**config.mk**
```make
export PLATFORM = sky130hd
export DESIGN_NAME = ps_bram_loader
export DESIGN_NICKNAME = d
export VERILOG_FILES = /design/src/rtl/gat_loader_pkg.sv /design/src/rtl/loader_seg_cnt.sv /design/src/rtl/ps_bram_loader.sv
export SDC_FILE = /design/constraint.sdc
export NUM_CORES = 1
export LEC_CHECK = 0
export ABC_AREA = 1
export BUFFER_PORTS_ARGS = -buffer_cell sky130_fd_sc_hd__buf_4
export CORE_MARGIN = 2
export CORE_UTILIZATION = 48
export DETAILED_ROUTE_END_ITERATION = 8
export PLACE_DENSITY = 0.76
export SLEW_MARGIN = 20
export SYNTH_ARGS = -nofsm -noshare
export SYNTH_HDL_FRONTEND = slang
export SYNTH_SLANG_ARGS = --single-unit
```
**constraint.sdc**
```tcl
create_clock -name clk -period 1.6 [get_ports clk]
set_input_delay 0.24 -clock clk [delete_from_list [all_inputs] [get_ports clk]]
set_output_delay 0.24 -clock clk [all_outputs]
set_load 0.01 [all_outputs]
```
**src/rtl/gat_loader_pkg.sv**
```systemverilog
// Shared types and width/depth helpers for the PS-side BRAM loader and the memory controller.
package gat_loader_pkg;

  typedef enum logic [2:0] {
    IDLE,
    LOAD_H,
    LOAD_NI,
    LOAD_W,
    LOAD_A,
    DONE
  } state_t;

  function automatic int h_data_width(input int data_width, input int num_feature_in);
    return data_width + $clog2(num_feature_in);
  endfunction

  function automatic int node_info_width(input int num_feature_in, input int max_nodes);
    return $clog2(num_feature_in) + $clog2(max_nodes) + 1;
  endfunction

  // A one-word memory still needs a 1-bit address port.
  function automatic int addr_w(input int depth);
    return (depth < 2) ? 1 : $clog2(depth);
  endfunction

  function automatic int max3(input int a, input int b, input int c);
    int m;
    m = (a > b) ? a : b;
    return (m > c) ? m : c;
  endfunction

endpackage

```
**src/rtl/loader_seg_cnt.sv**
```systemverilog
// Shared segment word counter: wraps to zero on an increment at the programmable terminal value.
module loader_seg_cnt #(
  parameter int CNT_W = 2
) (
  input  logic             clk,
  input  logic             rst_n,
  input  logic             clear,
  input  logic             inc,
  input  logic [CNT_W-1:0] last_val,
  output logic [CNT_W-1:0] count,
  output logic             last_hit
);

  assign last_hit = (count == last_val);

  // NOTE: sequential state is always assigned with <= so every flop samples pre-edge values.
  always_ff @(posedge clk or negedge rst_n) begin
    if (!rst_n) begin
      count <= '0;
    end else if (clear) begin
      count <= '0;
    end else if (inc) begin
      count <= last_hit ? '0 : count + CNT_W'(1);
    end
  end

endmodule

```
**src/rtl/ps_bram_loader.sv**
```systemverilog
// Splits one PS DMA word stream into the H data, node_info, weight and a BRAM write ports, in that order.
module ps_bram_loader
  import gat_loader_pkg::*;
#(
  parameter  int DATA_WIDTH        = 8,
  parameter  int H_NUM_SPARSE_DATA = 242101,
  parameter  int TOTAL_NODES       = 13264,
  parameter  int NUM_FEATURE_IN    = 1433,
  parameter  int NUM_FEATURE_OUT   = 16,
  parameter  int MAX_NODES         = 168,
  localparam int H_DATA_WIDTH      = h_data_width(DATA_WIDTH, NUM_FEATURE_IN),
  localparam int NODE_INFO_WIDTH   = node_info_width(NUM_FEATURE_IN, MAX_NODES),
  localparam int W_DEPTH           = NUM_FEATURE_OUT * NUM_FEATURE_IN,
  localparam int A_DEPTH           = 2 * NUM_FEATURE_OUT,
  localparam int S_DATA_WIDTH      = max3(H_DATA_WIDTH, NODE_INFO_WIDTH, DATA_WIDTH),
  localparam int H_DATA_ADDR_W     = addr_w(H_NUM_SPARSE_DATA),
  localparam int NODE_INFO_ADDR_W  = addr_w(TOTAL_NODES),
  localparam int WEIGHT_ADDR_W     = addr_w(W_DEPTH),
  localparam int A_ADDR_W          = addr_w(A_DEPTH)
) (
  input  logic                        clk,
  input  logic                        rst_n,
  input  logic                        start,
  input  logic [S_DATA_WIDTH-1:0]     s_data,
  input  logic                        s_valid,
  input  logic                        s_last,
  output logic                        s_ready,
  output logic [H_DATA_WIDTH-1:0]     h_data_bram_din,
  output logic                        h_data_bram_ena,
  output logic [H_DATA_ADDR_W-1:0]    h_data_bram_addra,
  output logic [NODE_INFO_WIDTH-1:0]  h_node_info_bram_din,
  output logic                        h_node_info_bram_ena,
  output logic [NODE_INFO_ADDR_W-1:0] h_node_info_bram_addra,
  output logic [DATA_WIDTH-1:0]       wgt_bram_din,
  output logic                        wgt_bram_ena,
  output logic [WEIGHT_ADDR_W-1:0]    wgt_bram_addra,
  output logic [DATA_WIDTH-1:0]       a_bram_din,
  output logic                        a_bram_ena,
  output logic [A_ADDR_W-1:0]         a_bram_addra,
  output logic                        h_data_bram_load_done,
  output logic                        h_node_info_bram_load_done,
  output logic                        wgt_bram_load_done,
  output logic                        a_bram_load_done,
  output logic                        busy,
  output logic                        all_done,
  output logic                        len_err
);

  localparam int CNT_W = max3(max3(H_DATA_ADDR_W, NODE_INFO_ADDR_W, WEIGHT_ADDR_W), A_ADDR_W, 1);

  state_t           state_q, state_d;
  logic [3:0]       seg_sel;
  logic [CNT_W-1:0] last_val;
  logic [CNT_W-1:0] count;
  logic             last_hit;
  logic             accept;
  logic             restart;
  logic [3:0]       last_wr_q;
  logic [3:0]       done_q;
  logic             len_err_q;

  // NOTE: every always_comb output gets a default first so no path can infer a latch.
  always_comb begin
    seg_sel  = 4'b0000;
    last_val = '0;
    unique case (state_q)
      LOAD_H: begin
        seg_sel  = 4'b0001;
        last_val = CNT_W'(H_NUM_SPARSE_DATA - 1);
      end
      LOAD_NI: begin
        seg_sel  = 4'b0010;
        last_val = CNT_W'(TOTAL_NODES - 1);
      end
      LOAD_W: begin
        seg_sel  = 4'b0100;
        last_val = CNT_W'(W_DEPTH - 1);
      end
      LOAD_A: begin
        seg_sel  = 4'b1000;
        last_val = CNT_W'(A_DEPTH - 1);
      end
      default: ;
    endcase
  end

  assign s_ready = |seg_sel;
  assign busy    = |seg_sel;
  assign accept  = s_valid && s_ready;
  assign restart = start && (state_q == IDLE || state_q == DONE);

  always_comb begin
    state_d = state_q;
    unique case (state_q)
      IDLE, DONE: if (start) state_d = LOAD_H;
      LOAD_H:     if (accept && last_hit) state_d = LOAD_NI;
      LOAD_NI:    if (accept && last_hit) state_d = LOAD_W;
      LOAD_W:     if (accept && last_hit) state_d = LOAD_A;
      LOAD_A:     if (accept && last_hit) state_d = DONE;
      default:    state_d = IDLE;
    endcase
  end

  always_ff @(posedge clk or negedge rst_n) begin
    if (!rst_n) state_q <= IDLE;
    else        state_q <= state_d;
  end

  loader_seg_cnt #(.CNT_W(CNT_W)) u_seg_cnt (
    .clk      (clk),
    .rst_n    (rst_n),
    .clear    (restart),
    .inc      (accept),
    .last_val (last_val),
    .count    (count),
    .last_hit (last_hit)
  );

  // Write ports: ena is a one-cycle pulse, din/addra hold between writes.
  always_ff @(posedge clk or negedge rst_n) begin
    if (!rst_n) begin
      h_data_bram_ena        <= 1'b0;
      h_data_bram_din        <= '0;
      h_data_bram_addra      <= '0;
      h_node_info_bram_ena   <= 1'b0;
      h_node_info_bram_din   <= '0;
      h_node_info_bram_addra <= '0;
      wgt_bram_ena           <= 1'b0;
      wgt_bram_din           <= '0;
      wgt_bram_addra         <= '0;
      a_bram_ena             <= 1'b0;
      a_bram_din             <= '0;
      a_bram_addra           <= '0;
    end else begin
      h_data_bram_ena      <= accept && seg_sel[0];
      h_node_info_bram_ena <= accept && seg_sel[1];
      wgt_bram_ena         <= accept && seg_sel[2];
      a_bram_ena           <= accept && seg_sel[3];
      if (accept && seg_sel[0]) begin
        h_data_bram_din   <= s_data[H_DATA_WIDTH-1:0];
        h_data_bram_addra <= count[H_DATA_ADDR_W-1:0];
      end
      if (accept && seg_sel[1]) begin
        h_node_info_bram_din   <= s_data[NODE_INFO_WIDTH-1:0];
        h_node_info_bram_addra <= count[NODE_INFO_ADDR_W-1:0];
      end
      if (accept && seg_sel[2]) begin
        wgt_bram_din   <= s_data[DATA_WIDTH-1:0];
        wgt_bram_addra <= count[WEIGHT_ADDR_W-1:0];
      end
      if (accept && seg_sel[3]) begin
        a_bram_din   <= s_data[DATA_WIDTH-1:0];
        a_bram_addra <= count[A_ADDR_W-1:0];
      end
    end
  end

  // last_wr_q marks the final write of a segment so done lands the cycle after that ena.
  always_ff @(posedge clk or negedge rst_n) begin
    if (!rst_n) begin
      last_wr_q <= '0;
      done_q    <= '0;
      len_err_q <= 1'b0;
    end else begin
      last_wr_q <= (accept && last_hit) ? seg_sel : 4'b0000;
      if (restart) begin
        done_q    <= '0;
        len_err_q <= 1'b0;
      end else begin
        done_q <= done_q | last_wr_q;
        if (accept && (s_last != last_hit)) len_err_q <= 1'b1;
      end
    end
  end

  assign h_data_bram_load_done      = done_q[0];
  assign h_node_info_bram_load_done = done_q[1];
  assign wgt_bram_load_done         = done_q[2];
  assign a_bram_load_done           = done_q[3];
  assign all_done                   = done_q[3];
  assign len_err                    = len_err_q;

endmodule
```
==> results.md <==
* Run status: finished, violations left
* Failing checks: design-rule violations, negative setup slack
* WHS at 0.0229 ns
* Nets at 830
* WL final at 15900 um
* Register area at 0.00353 mm2
* Total nets after synthesis at 631
* Ant diodes at 0
* Startpoint class of the critical path: flop
* RR Startpoint: state_q[0]
* Yosys warns at 0
* Clock Latency Late Sink at 0.42 ns
* CP Class: reg -> reg
* Total track usage at 25.3%
* Setup repair after global routing missed its margin: yes
* # rows at 39
* Area added between synthesis and finish at 44.3%
* Core area at 0.0115 mm2
* H-tree level count at 4
* Part of the power in combinational logic at 38.1%
* Relative slew slack at 68.9%
* Period utilisation layout at 109%
* Post-synthesis sequential area ratio at 61.8%
* Final HPWL DP at 10600 um
* Commonest non-fill, non-tap cell in the layout: buf_4
* Most frequent cells in the layout: buf_4 (189), nand2_1 (157), dfrtp_1 (138)
* Die height at 113 um
* Max FO, Critical Path at 5
* Final Max Tran Viols at 0
* WL/cell at 16.6 um
* GP Congestion at 0.910
* Setup TNS at -3.44 ns
* Vias in the first global route at 4963
* Fin cells at 960
* Register-to-Register Path Depth at 11
* Fin util at 71.5%
* Min cycle time layout at 1.75 ns
* Largest net degree at the start of global routing at 55
* First drt pass iteration count at 7
* RR Endpoint: state_q[0]
* Worst setup startpoint: state_q[0]
* Peak VDD IR at 0.876 mV
* Crit path capture type: flop
* DR vias at 5021
* Net switching power at 5450 uW
* Clock buffer depth at 2
* PortBufs at 143
* Peak Freq at 0.572 GHz
* Share of cells above drive strength 1 at 34.8%
* Final hold violation count at 0
* GRT overflow at 0
* Final Power at 15800 uW
* I/O Pins at 144
* Initial drt markers at 407
* Min-delay worst type: in -> reg
* Initial Util at 49.6%
* Remaining DRCs at 17
* Total CTS buffers at 17
* Clock transition at the registers of the reported paths at 0.06 ns
* CP Capture Point: state_q[0]
* Skew final at 0.00942 ns
* Internal at 10300 uW
* CTS tree: done
* Sw frac at 34.5%
* Pleak at 0.00414 uW
* First-pass GRT wire length at 25100 um
* Seq cells post-synth at 141
* Placed Cells at 919
* Setup violations, final at 43
* Seq pwr share at 34.5%
* Fill count at 831
* Slew @ Worst Pin at 0.466 ns
* Mapped Area at 0.00571 mm2
* Yosys cell types at 25
* Gate Count Post-Synth at 605
* Avg Cell Area, Syn at 9.43 um2
* R2R Setup Slk at -0.15 ns
* Clk network pwr share at 27.4%
* Initial antenna violation count at 0
* Multi-input logic area at 0.00200 mm2
* ANT nets after route at 0
* Clock sink total at 141
* MaxCap Viol Count at 0
* Root Driver: clkbuf_16
* PwrDens at 1920 mW/mm2
* Final worst slack at -0.148 ns
* Number of vias per cell at 5.23
* Die area at 0.0128 mm2
* Req. time, crit path at 1.91 ns
* Critical path arrival at 2.05 ns
* Die Wd at 113 um
[power groups by stage]
| stage | combinational (uW) | sequential, uW | clock (uW) |
|---|---|---|---|
| after CTS | 5820 | 5420 | 4370 |
| after floorplan | 2170 | 5880 | 0 |
| after detailed placement | 5650 | 5440 | 0 |
| after global routing | 6580 | 5570 | 4540 |
| final | 6020 | 5430 | 4330 |
| after global placement | 5550 | 5390 | 0 |
[sequential cells by signal (all words and copies together), names as in the netlist, 8 cells and up]
name and flops:
a_bram_din 8, h_node_info_bram_addra 14, h_node_info_bram_din 20, u_seg_cnt.count 18
wgt_bram_din 8, h_data_bram_addra 18, h_data_bram_din 19, wgt_bram_addra 15
[metrics by stage]
| step | setup slack [ns] | instance area [um2] |
|---|---|---|
| 3_5_place_dp | -0.174 | 7360 |
| 3_3_place_gp | -0.130 | 7360 |
| 4_1_cts | -0.134 | 8090 |
| 5_1_grt | -0.276 | 8230 |
| 2_1_floorplan | -0.0456 | 5740 |
| 6_report | -0.148 | 8230 |
[routing by layer]
| metal | global-route usage (%) | share of wire (%) | vias to the layer above |
|---|---|---|---|
| met5 | 0 | 0 | - |
| met4 | 8.13 | 1.2 | 0 |
| met3 | 6.75 | 7.6 | 23 |
| met2 | 41.6 | 50 | 207 |
| met1 | 32.9 | 41 | 2447 |
| li1 | - | - | 2344 |
[critical path: stages, from the launching register on]
cell,delay (ns)
dfrtp_2,0.47
buf_4,0.17
nand2_1,0.14
nand3_1,0.10
nand2_1,0.11
nand3_2,0.10
nor2_4,0.14
nand3_4,0.12
nand2_4,0.12
nand2_4,0.05
nand2_1,0.06
nand2_1,0.05
[synthesized netlist by cell type, drive strengths merged]
library cell	number	area (um2)
nor2	49	199
nand4	6	37.5
clkbuf	14	52.6
o21ai	102	510
nor3	3	20.0
buf	11	72.6
nand2	169	647
inv	50	188
dfrtp	141	3530
o22ai	3	18.8
nor4	1	12.5
o21a	14	105
nand3	26	180
a21oi	2	10.0
xor2	13	114
ha	1	12.5
[cell families (layout without fill, tap and decap cells)]
family	after synthesis	count (layout)	synth area share [%]
fa+ha+maj	1	1	0.219
simple gates	254	254	19.2
flops	141	141	61.8
compound gates	121	121	11.3
xor+xnor	13	13	1.99
buf+inv	75	287	5.48
[worst min-delay path by stage]
stage                     from                        to  cells after the start
finish              s_data[19]  h_node_info_bram_din[19]                      3
global route        s_data[19]  h_node_info_bram_din[19]                      3
CTS                 s_data[19]  h_node_info_bram_din[19]                      3
detailed placement       rst_n       h_data_bram_din[15]                      1
global placement         rst_n       h_data_bram_din[15]                      1
floorplan                rst_n           a_bram_addra[0]                      0
[layout make-up]
class | count | area share, %
timing repair buffer | 205 | 20.5
tap | 143 | 2.17
inverter | 50 | 2.37
multi-input combinational | 389 | 24.3
sequential | 141 | 42.9
clock inverter | 14 | 2.58
clock buffer | 18 | 5.21
[repair_timing]
| action | 4_1_cts | 5_1_grt |
|---|---|---|
| endpoints found under the hold margin | 46 | 0 |
| pin swaps | 5 | 4 |
| gates resized for setup | 17 | 26 |
| hold buffers | 1 | 0 |
| endpoints found under the setup margin | 93 | 124 |
| cloned | 0 | 2 |
| buffers inserted | 3 | 3 |
Note: power is estimated with default switching activity, not from simulation.
